### config.mk
export PLATFORM = sky130hd
export DESIGN_NAME = fma_result_drain
export DESIGN_NICKNAME = d
export VERILOG_FILES = /design/src/rtl/fma_result_drain.sv
export SDC_FILE = /design/constraint.sdc
export NUM_CORES = 1
export LEC_CHECK = 0
export CAP_MARGIN = 15
export CORE_UTILIZATION = 55
export CTS_BUF_LIST = sky130_fd_sc_hd__clkbuf_4 sky130_fd_sc_hd__clkbuf_8
export CTS_CLUSTER_SIZE = 12
export DETAILED_ROUTE_END_ITERATION = 10
export GPL_TIMING_DRIVEN = 0
export HOLD_SLACK_MARGIN = 0.05
export PLACE_DENSITY_LB_ADDON = 0.1
export RECOVER_POWER = 50
export SETUP_SLACK_MARGIN = 0.1
export SYNTH_ARGS = -nofsm -noshare
export SYNTH_HDL_FRONTEND = slang
export SYNTH_SLANG_ARGS = --single-unit
### constraint.sdc
create_clock -name clk -period 9.15 [get_ports clk]
set_input_delay 0.915 -clock clk [delete_from_list [all_inputs] [get_ports clk]]
set_output_delay 0.915 -clock clk [all_outputs]
set_load 0.02 [all_outputs]
### src/rtl/fma_result_drain.sv
// fma_result_drain: aligns issued FMA operands with the delayed lane-0 result,
// queues {a,b,c,result,flags} records and streams each record as four beats.
module fma_result_drain #(
  parameter int WIDTH   = 64,
  parameter int LATENCY = 3,
  parameter int DEPTH   = 4
) (
  input  logic                   clk,
  input  logic                   rst,
  input  logic                   issue_valid,
  input  logic [WIDTH-1:0]       in_a,
  input  logic [WIDTH-1:0]       in_b,
  input  logic [WIDTH-1:0]       in_c,
  input  logic [WIDTH-1:0]       fma_out,
  input  logic [4:0]             fma_flags,
  output logic                   m_valid,
  input  logic                   m_ready,
  output logic [WIDTH-1:0]       m_data,
  output logic                   m_last,
  output logic [4:0]             m_flags,
  output logic                   drop,
  output logic [$clog2(DEPTH):0] level
);

  localparam int AW = $clog2(DEPTH);
  localparam int LW = AW + 1;
  localparam logic [LW-1:0] FULL_LVL = LW'(DEPTH);

  logic             vld_p [LATENCY];
  logic [WIDTH-1:0] a_p   [LATENCY];
  logic [WIDTH-1:0] b_p   [LATENCY];
  logic [WIDTH-1:0] c_p   [LATENCY];

  logic [WIDTH-1:0] mem_a [DEPTH];
  logic [WIDTH-1:0] mem_b [DEPTH];
  logic [WIDTH-1:0] mem_c [DEPTH];
  logic [WIDTH-1:0] mem_r [DEPTH];
  logic [4:0]       mem_f [DEPTH];

  logic [AW-1:0] wr_ptr;
  logic [AW-1:0] rd_ptr;
  logic [1:0]    beat;
  logic          push;
  logic          full;
  logic          pop;
  logic          accept;

  // Tag pipe stage boundary: stage i holds the operands sampled i+1 edges ago
  always_ff @(posedge clk) begin
    if (rst) begin
      for (int i = 0; i < LATENCY; i++) vld_p[i] <= 1'b0;
    end else begin
      vld_p[0] <= issue_valid;
      for (int i = 1; i < LATENCY; i++) vld_p[i] <= vld_p[i-1];
    end
  end

  always_ff @(posedge clk) begin
    a_p[0] <= in_a;
    b_p[0] <= in_b;
    c_p[0] <= in_c;
    for (int i = 1; i < LATENCY; i++) begin
      a_p[i] <= a_p[i-1];
      b_p[i] <= b_p[i-1];
      c_p[i] <= c_p[i-1];
    end
  end

  assign push    = vld_p[LATENCY-1];
  assign full    = (level == FULL_LVL);
  assign m_valid = (level != '0);
  assign pop     = m_valid && m_ready && (beat == 2'd3);
  // A full FIFO still takes the new record when the head leaves on the same edge
  assign accept  = push && (!full || pop);

  // FIFO write stage: the result meets the operands that produced it
  always_ff @(posedge clk) begin
    if (accept) begin
      mem_a[wr_ptr] <= a_p[LATENCY-1];
      mem_b[wr_ptr] <= b_p[LATENCY-1];
      mem_c[wr_ptr] <= c_p[LATENCY-1];
      mem_r[wr_ptr] <= fma_out;
      mem_f[wr_ptr] <= fma_flags;
    end
  end

  always_ff @(posedge clk) begin
    if (rst) begin
      wr_ptr <= '0;
      rd_ptr <= '0;
      level  <= '0;
      beat   <= 2'd0;
      drop   <= 1'b0;
    end else begin
      if (accept) wr_ptr <= wr_ptr + AW'(1);
      if (pop)    rd_ptr <= rd_ptr + AW'(1);
      if (m_valid && m_ready) beat <= beat + 2'd1;
      if (push && !accept) drop <= 1'b1;
      if (accept && !pop)      level <= level + LW'(1);
      else if (pop && !accept) level <= level - LW'(1);
    end
  end

  // Output stage: head record serialized by beat, zeroed when idle
  always_comb begin
    m_data  = '0;
    m_last  = 1'b0;
    m_flags = 5'd0;
    if (m_valid) begin
      m_flags = mem_f[rd_ptr];
      m_last  = (beat == 2'd3);
      case (beat)
        2'd0:    m_data = mem_a[rd_ptr];
        2'd1:    m_data = mem_b[rd_ptr];
        2'd2:    m_data = mem_c[rd_ptr];
        default: m_data = mem_r[rd_ptr];
      endcase
    end
  end

endmodule

==> results.md, run 1 <==
- Number of global-route vias before repair: 26200
- Worst Path Max Fanout: 10
- Hold Worst Slack: 319 ps
- Slowest cell on crit path: sky130_fd_sc_hd__clkdlybuf4s50_1
- Wire length of the first global-routing pass: 162 mm
- Routed Wire Length: 112 mm
- Max-cap viol count: 0
- Most used cell, CP: sky130_fd_sc_hd__buf_2
- CP Capture Type: output pin
- Post-layout utilization of the core: 67.2%
- Total power: 14.7 mW
- Post-synthesis average cell area: 21.0 um^2
- Clock-pin slew on the worst setup and hold paths: 60 ps
- CTS tree: yes
- First-iteration detailed-routing DRC count: 2610
- Data required time of the critical path: 8240 ps
- Placed Cells: 4092
- Number of different library cells in the post-synthesis netlist: 40
- Die X: 309 um
- Placed wire-length estimate: 69.4 mm
- Cell area power density: 233 nW/um^2
- Buffers and inverters on the worst path: 4
- Filler cells: 6147
- Depth of the CTS H-tree: 4
- Share of final-layout standard cells stronger than drive strength 1: 25.8%
- Instance count of the mapped netlist: 2480
- Clock Path Buffers: 3
- Final Skew: 31.9 ps
- Normalized max-slew margin: 30.9%
- Number of I/O pins: 340
- Maximum ir drop on the vdd rail: 0.138 mV
- Post-cts gate resize count: 0
- Routed via count: 25200
- Die Height: 309 um
- Synthesized cell area: 52000 um^2
- Layout overhead on the synthesized area: 20.9%
- Initial Util: 55.6%
- Setup TNS: 0 ps
- Max Transition Viols Final: 0
- Biggest cell delay along the critical path: 710 ps
- RSZ-0062 raised after global routing: no
- Final critical-path share of the clock period: 58.2%
- Initial antenna violation count: 13
- Depth of the critical timing path with buffers and inverters included: 8
- Clk sink count: 1635
- Result of the run: completed
- Cts hold-fix bufs: 0
- Classification of the worst-slack hold path: reg -> reg
- Standard cell core area: 93500 um^2
- WP data arrival: 4410 ps
- Number of warnings reported in the yosys synthesis log: 0
- Critical path startpoint category: register
- TritonRoute pass-1 iters: 7
- Total nets after synthesis: 2756
- Finished Layout Cells: 4556
- Flops & latches, synth: 1635
- IO Port Bufs: 339
- Max Clock Freq: 188 MHz
- Hold Fails Final Rpt: 0
- Global routing's busiest layer: met2
- Setup-failing EPs final: 0
- Number of cells on the worst reg-to-reg path: 6
- GRT met1 Usage: 31.7%
- Largest delay share family, worst path: buffers and inverters
- Post-DR wirelength/cell: 24.5 um
- GR Util met3: 5.39%
- Worst-Margin Slew: 1040 ps
- Final antenna-violating net count: 0
- Final global-route overflow total: 0
- Worst hold path depth: 0
- Overall fraction of global-route tracks in use: 23.5%
- Vias per inst: 5.53
- Sequential-to-total area share from yosys stat: 83.1%
- Total Nets Final: 3356
- Largest net degree at the start of global routing: 57
- Clk_lat worst skew: 880 ps
- CTS Root Cell: sky130_fd_sc_hd__clkbuf_8
- Count of unresolved DRC violations after routing: 0
- Cell-by-cell trace of the critical path: buf_2, and2_1, buf_2, clkbuf_1, a222oi_1, a21boi_0, a31oi_1, clkdlybuf4s50_1
- Placement Rows: 112
- Routability congestion estimate: 0.769
- Setup Fix Bufs, Post-CTS: 0
- Leakage component of the power: 21.4 nW
- Met2 global-route usage: 37.7%
- Inserted Clock Buffers: 238
- Area of the die: 95700 um^2
- Time the worst path needs with I/O delays and setup: 5330 ps
- Critical Setup Path Class: reg -> out
[where the power goes]
| part | switching [mW] | internal, mW | leakage, nW |
|---|---|---|---|
| registers | 0.0809 | 8.00 | 14.4 |
| clock network | 2.66 | 3.58 | 2.87 |
| logic | 0.182 | 0.162 | 4.14 |
[per-layer routing]
metal / up-vias / wire length [um]
li1: 11200 / -
met4: 6 / 3030
met5: - / 28
met3: 180 / 7930
met1: 12900 / 46500
met2: 953 / 54400
[synthesized netlist by cell type (all sizes together)]
cell / number / area share (%)
a21boi: 62 / 0.90
a21oi: 3 / 0.029
a222oi: 62 / 1.2
a22oi: 1 / 0.014
a31oi: 65 / 0.78
a32oi: 65 / 1.1
a41oi: 1 / 0.017
and2: 12 / 0.14
and3b: 1 / 0.017
buf: 69 / 0.84
clkbuf: 55 / 0.40
dfxtp: 591 / 23
edfxtp: 1044 / 60
fa: 1 / 0.039
ha: 10 / 0.24
inv: 7 / 0.051
mux2: 191 / 4.3
mux2i: 6 / 0.12
mux4: 131 / 5.7
nand2: 5 / 0.036
nand2b: 1 / 0.012
nand3: 2 / 0.019
nand3b: 1 / 0.014
nand4: 2 / 0.024
nor2: 10 / 0.072
nor2b: 5 / 0.060
o2111a: 1 / 0.022
o21a: 1 / 0.014
o21ai: 66 / 0.64
o221a: 1 / 0.022
or3: 2 / 0.024
xnor2: 2 / 0.034
xor2: 4 / 0.067
[layout by cell type, fill, tap and decap left out, types with 18 or more instances in the layout]
cell                              count
sky130_fd_sc_hd__mux2_4              24
sky130_fd_sc_hd__clkbuf_4            90
sky130_fd_sc_hd__clkinv_1            19
sky130_fd_sc_hd__a21boi_1            53
sky130_fd_sc_hd__mux2_2             167
sky130_fd_sc_hd__buf_2               40
sky130_fd_sc_hd__clkbuf_8           283
sky130_fd_sc_hd__dlygate4sd3_1      201
sky130_fd_sc_hd__clkbuf_1            54
sky130_fd_sc_hd__clkdlybuf4s50_1    138
sky130_fd_sc_hd__edfxtp_1          1044
sky130_fd_sc_hd__o21ai_0             66
sky130_fd_sc_hd__clkinv_2            37
sky130_fd_sc_hd__a32oi_1             65
sky130_fd_sc_hd__a31oi_1             65
sky130_fd_sc_hd__buf_4               18
sky130_fd_sc_hd__mux4_2             131
sky130_fd_sc_hd__dfxtp_1            591
sky130_fd_sc_hd__a222oi_1            62
[path summary, 6_finish.rpt]
path                                               end            startpoint  slack [ps]
worst max-delay path                        m_data[31]              register        3820
worst min-delay path               b_p[0][154]$_DFF_P_    b_p[0][90]$_DFF_P_         320
worst max register to register  mem_b[3][43]$_DFFE_PP_  beat[1]$_SDFFE_PP0P_        5630
worst min register to register     b_p[0][154]$_DFF_P_    b_p[0][90]$_DFF_P_         320
[cell type report]
type	instances	area (um^2)	share of cell area [%]
Multi-Input combinational cell	714	8130	12.9
Inverter	7	26.3	0.0418
Clock inverter	81	782	1.24
Antenna cell	8	20.0	0.0318
Tap cell	1254	1570	2.50
Buffer	124	644	1.03
Sequential cell	1635	43200	68.7
Timing Repair Buffer	360	3930	6.25
Clock buffer	373	4570	7.27
[registers in the layout, summed over array words and instances, names as in the netlist, 3 cells and up, named ones only]
register,flops
a_p,192
b_p,192
c_p,192
level,3
mem_a,256
mem_b,256
mem_c,256
mem_f,20
mem_r,256
vld_p,3
[cell families after synthesis]
kind of cell | after synthesis | synth area share, %
flops | 1635 | 83.1
compound gates | 328 | 4.72
mux | 328 | 10.1
buf+inv | 131 | 1.29
simple gates | 41 | 0.424
fa+ha+maj | 11 | 0.279
xor+xnor | 6 | 0.101
[per-stage QoR]
step / worst slack, ps / cell area (um^2)
finish: 3820 / 62900
global placement: -4800 / 56900
global route: 3740 / 62800
floorplan: 1120 / 52000
CTS: 3670 / 62800
detailed placement: 4630 / 57500
Note: power is estimated with default switching activity, not from simulation.
==> run 2: changes to the inputs <==
clock period = 5.1 ns   (was 9.15 ns; I/O delays follow)
==> run 2 against run 1 <==
Cell area rose by 2.5%. Via count rose by 3.2%. Non-clock buffer count rose by 170. Combinational power rose by 110%. Register-to-register slack got worse by 4000 ps. Clock skew rose by 2.5 ps. Critical path depth did not move. Worst hold slack got worse by 120 ps. Largest cell class unchanged.
==> results.md, run 2 (synthesis results as in run 1) <==
- Result of the run: completed
- Clk_lat worst skew: 910 ps (+30 ps)
- Count of unresolved DRC violations after routing: 0 (unchanged)
- WP data arrival: 4310 ps (-100 ps)
- Final Skew: 34.4 ps (+2.50 ps)
- Max-cap viol count: 0 (unchanged)
- Total power: 26.1 mW (+78%)
- Max Clock Freq: 207 MHz
- Pre-CTS worst setup slack: 998 ps (-3630 ps)
- Commonest non-fill, non-tap cells in the layout: sky130_fd_sc_hd__edfxtp_1 (1044), sky130_fd_sc_hd__dfxtp_1 (591), sky130_fd_sc_hd__clkbuf_8 (306), sky130_fd_sc_hd__dlygate4sd3_1 (265), sky130_fd_sc_hd__clkdlybuf4s50_1 (245)
- Post-DR wirelength/cell: 24.3 um (-1.1%)
- Final setup slack of the worst path: 279 ps (-3540 ps)
- Vias per inst: 5.51 (-0.41%)
- Final antenna-violating net count: 0 (unchanged)
- Normalized max-slew margin: 37.7% (+6.8 points)
- Share of final-layout standard cells stronger than drive strength 1: 24.9% (-0.96 points)
- Final critical-path share of the clock period: 94.5%
- Most frequent standard cell in the layout excluding fill and tap cells: sky130_fd_sc_hd__edfxtp_1
- Clk sink count: 1635 (unchanged)
- Die Height: 309 um (unchanged)
- Routed via count: 26000 (+3.2%)
- Post-layout utilization of the core: 69.0% (+1.7 points)
- Area of the die: 95700 um^2 (unchanged)
- Standard cell core area: 93500 um^2 (unchanged)
- Setup Fix Bufs, Post-CTS: 0 (unchanged)
- First-iteration detailed-routing DRC count: 2592 (-0.69%)
- Worst Path Max Fanout: 10 (unchanged)
- Placement Rows: 112 (unchanged)
- Time the worst path needs with I/O delays and setup: 4820 ps
- Routability congestion estimate: 0.759 (-1.3%)
- Critical Setup Path Class: reg -> out
- Wire length of the first global-routing pass: 167 mm (+2.8%)
- Max Transition Viols Final: 0 (unchanged)
- Routed Wire Length: 115 mm (+2.5%)
- Depth of the CTS H-tree: 4 (unchanged)
- Final global-route overflow total: 0 (unchanged)
- Initial antenna violation count: 16 (+3)
- Number of global-route vias before repair: 27100 (+3.3%)
- IO Port Bufs: 339 (unchanged)
- Placed Cells: 4093 (+0.024%)
- CTS Root Cell: sky130_fd_sc_hd__clkbuf_8
- Cell area power density: 405 nW/um^2 (+74%)
- Worst-Margin Slew: 935 ps (-101 ps)
- Layout overhead on the synthesized area: 24.0%
- Data required time of the critical path: 4590 ps (-3650 ps)
- Classification of the worst-slack hold path: in -> reg
- Inserted Clock Buffers: 238 (unchanged)
- Placed wire-length estimate: 70.4 mm (+1.4%)
- TritonRoute pass-1 iters: 8 (+1)
- Clock Path Buffers: 3 (unchanged)
- CTS tree: yes
- Total Nets Final: 3526 (+5.1%)
- Largest net degree at the start of global routing: 57 (unchanged)
- Hold Fails Final Rpt: 0 (unchanged)
- Initial Util: 55.6% (unchanged)
- CP Capture Type: output pin
- Leakage component of the power: 22.1 nW (+3.0%)
- Final cell area excluding filler cells: 64400 um^2 (+2.5%)
- RSZ-0062 raised after global routing: no
- Finished Layout Cells: 4723 (+3.7%)
- Overall fraction of global-route tracks in use: 24.2% (+0.70 points)
- Setup-failing EPs final: 0 (unchanged)
- Post-Place Cell Area: 57500 um^2 (about the same)
- Critical path startpoint category: register
- Clock-pin slew on the worst setup and hold paths: 60 ps (about the same)
- Number of I/O pins: 340 (unchanged)
- Maximum ir drop on the vdd rail: 0.287 mV (+110%)
- Die X: 309 um (unchanged)
## run 2: changes by cell type in the layout (fill, tap and decap cells not counted), sizes merged
cell | before | now
inv | 16 | 15
clkinvlp | 1 | 2
clkdlybuf4s50 | 138 | 245
bufinv | 14 | 2
clkbuf | 428 | 444
clkinv | 57 | 51
dlygate4sd3 | 201 | 265
diode | 8 | 7
buf | 90 | 89
## run 2: repair_timing
item                                   in CTS  in global routing
hold buffers                              171                  0
setup endpoints to repair                   2                 10
gates resized for setup                     1                 10
gates cloned                                0                  0
endpoints found under the hold margin     171                  0
pin swaps                                   0                  0
## run 2: final timing paths
path	from	end	slack, ps	cells after the start
max	register	m_data[32]	280	8
min	issue_valid	vld_p[0][0]$_SDFF_PP0_	190	2
min reg2reg	b_p[0][112]$_DFF_P_	b_p[0][176]$_DFF_P_	320	0
max reg2reg	beat[1]$_SDFFE_PP0P_	mem_r[0][27]$_DFFE_PP_	1660	7
## run 2: where the power goes
group | internal [mW] | leakage (nW) | total [mW] | switching, mW
clock | 6.10 | 2.83 | 10.9 | 4.77
sequential | 14.4 | 14.4 | 14.5 | 0.148
combinational | 0.390 | 4.84 | 0.739 | 0.349
total | 20.9 | 22.1 | 26.1 | 5.27
## run 2: critical path: stages, from the launching register on
cell	delay, ps
sky130_fd_sc_hd__dfxtp_1	300
sky130_fd_sc_hd__buf_2	450
sky130_fd_sc_hd__buf_6	280
sky130_fd_sc_hd__and2_1	150
sky130_fd_sc_hd__buf_4	270
sky130_fd_sc_hd__clkbuf_1	520
sky130_fd_sc_hd__a32oi_1	190
sky130_fd_sc_hd__a31oi_1	500
sky130_fd_sc_hd__clkdlybuf4s50_1	740
## run 2: per-layer routing
| layer | vias to the layer above | GRT usage (%) | part of all wire [%] |
|---|---|---|---|
| met5 | - | 0 | 0.033 |
| met4 | 6 | 8.69 | 2.5 |
| met3 | 191 | 5.96 | 8.0 |
| met2 | 1042 | 39.3 | 49 |
| met1 | 13300 | 32.0 | 40 |
| li1 | 11500 | - | - |
## run 2: final cells by class
type                            instances  area, um^2
Antenna cell                            7        17.5
Tap cell                             1254        1570
Buffer                                124         651
Clock buffer                          389        4830
Timing Repair Buffer                  530        5640
Fill cell                            5998       29000
Sequential cell                      1635       43200
Inverter                                7        26.3
Clock inverter                         63         397
Multi-Input combinational cell        714        8130
## run 2: through the flow
stage	setup TNS [ps]	hold slack, ps
after floorplan	0	310
after global placement	-3138080	310
after detailed placement	0	312
after CTS	0	51.0
after global routing	0	138
final	0	194
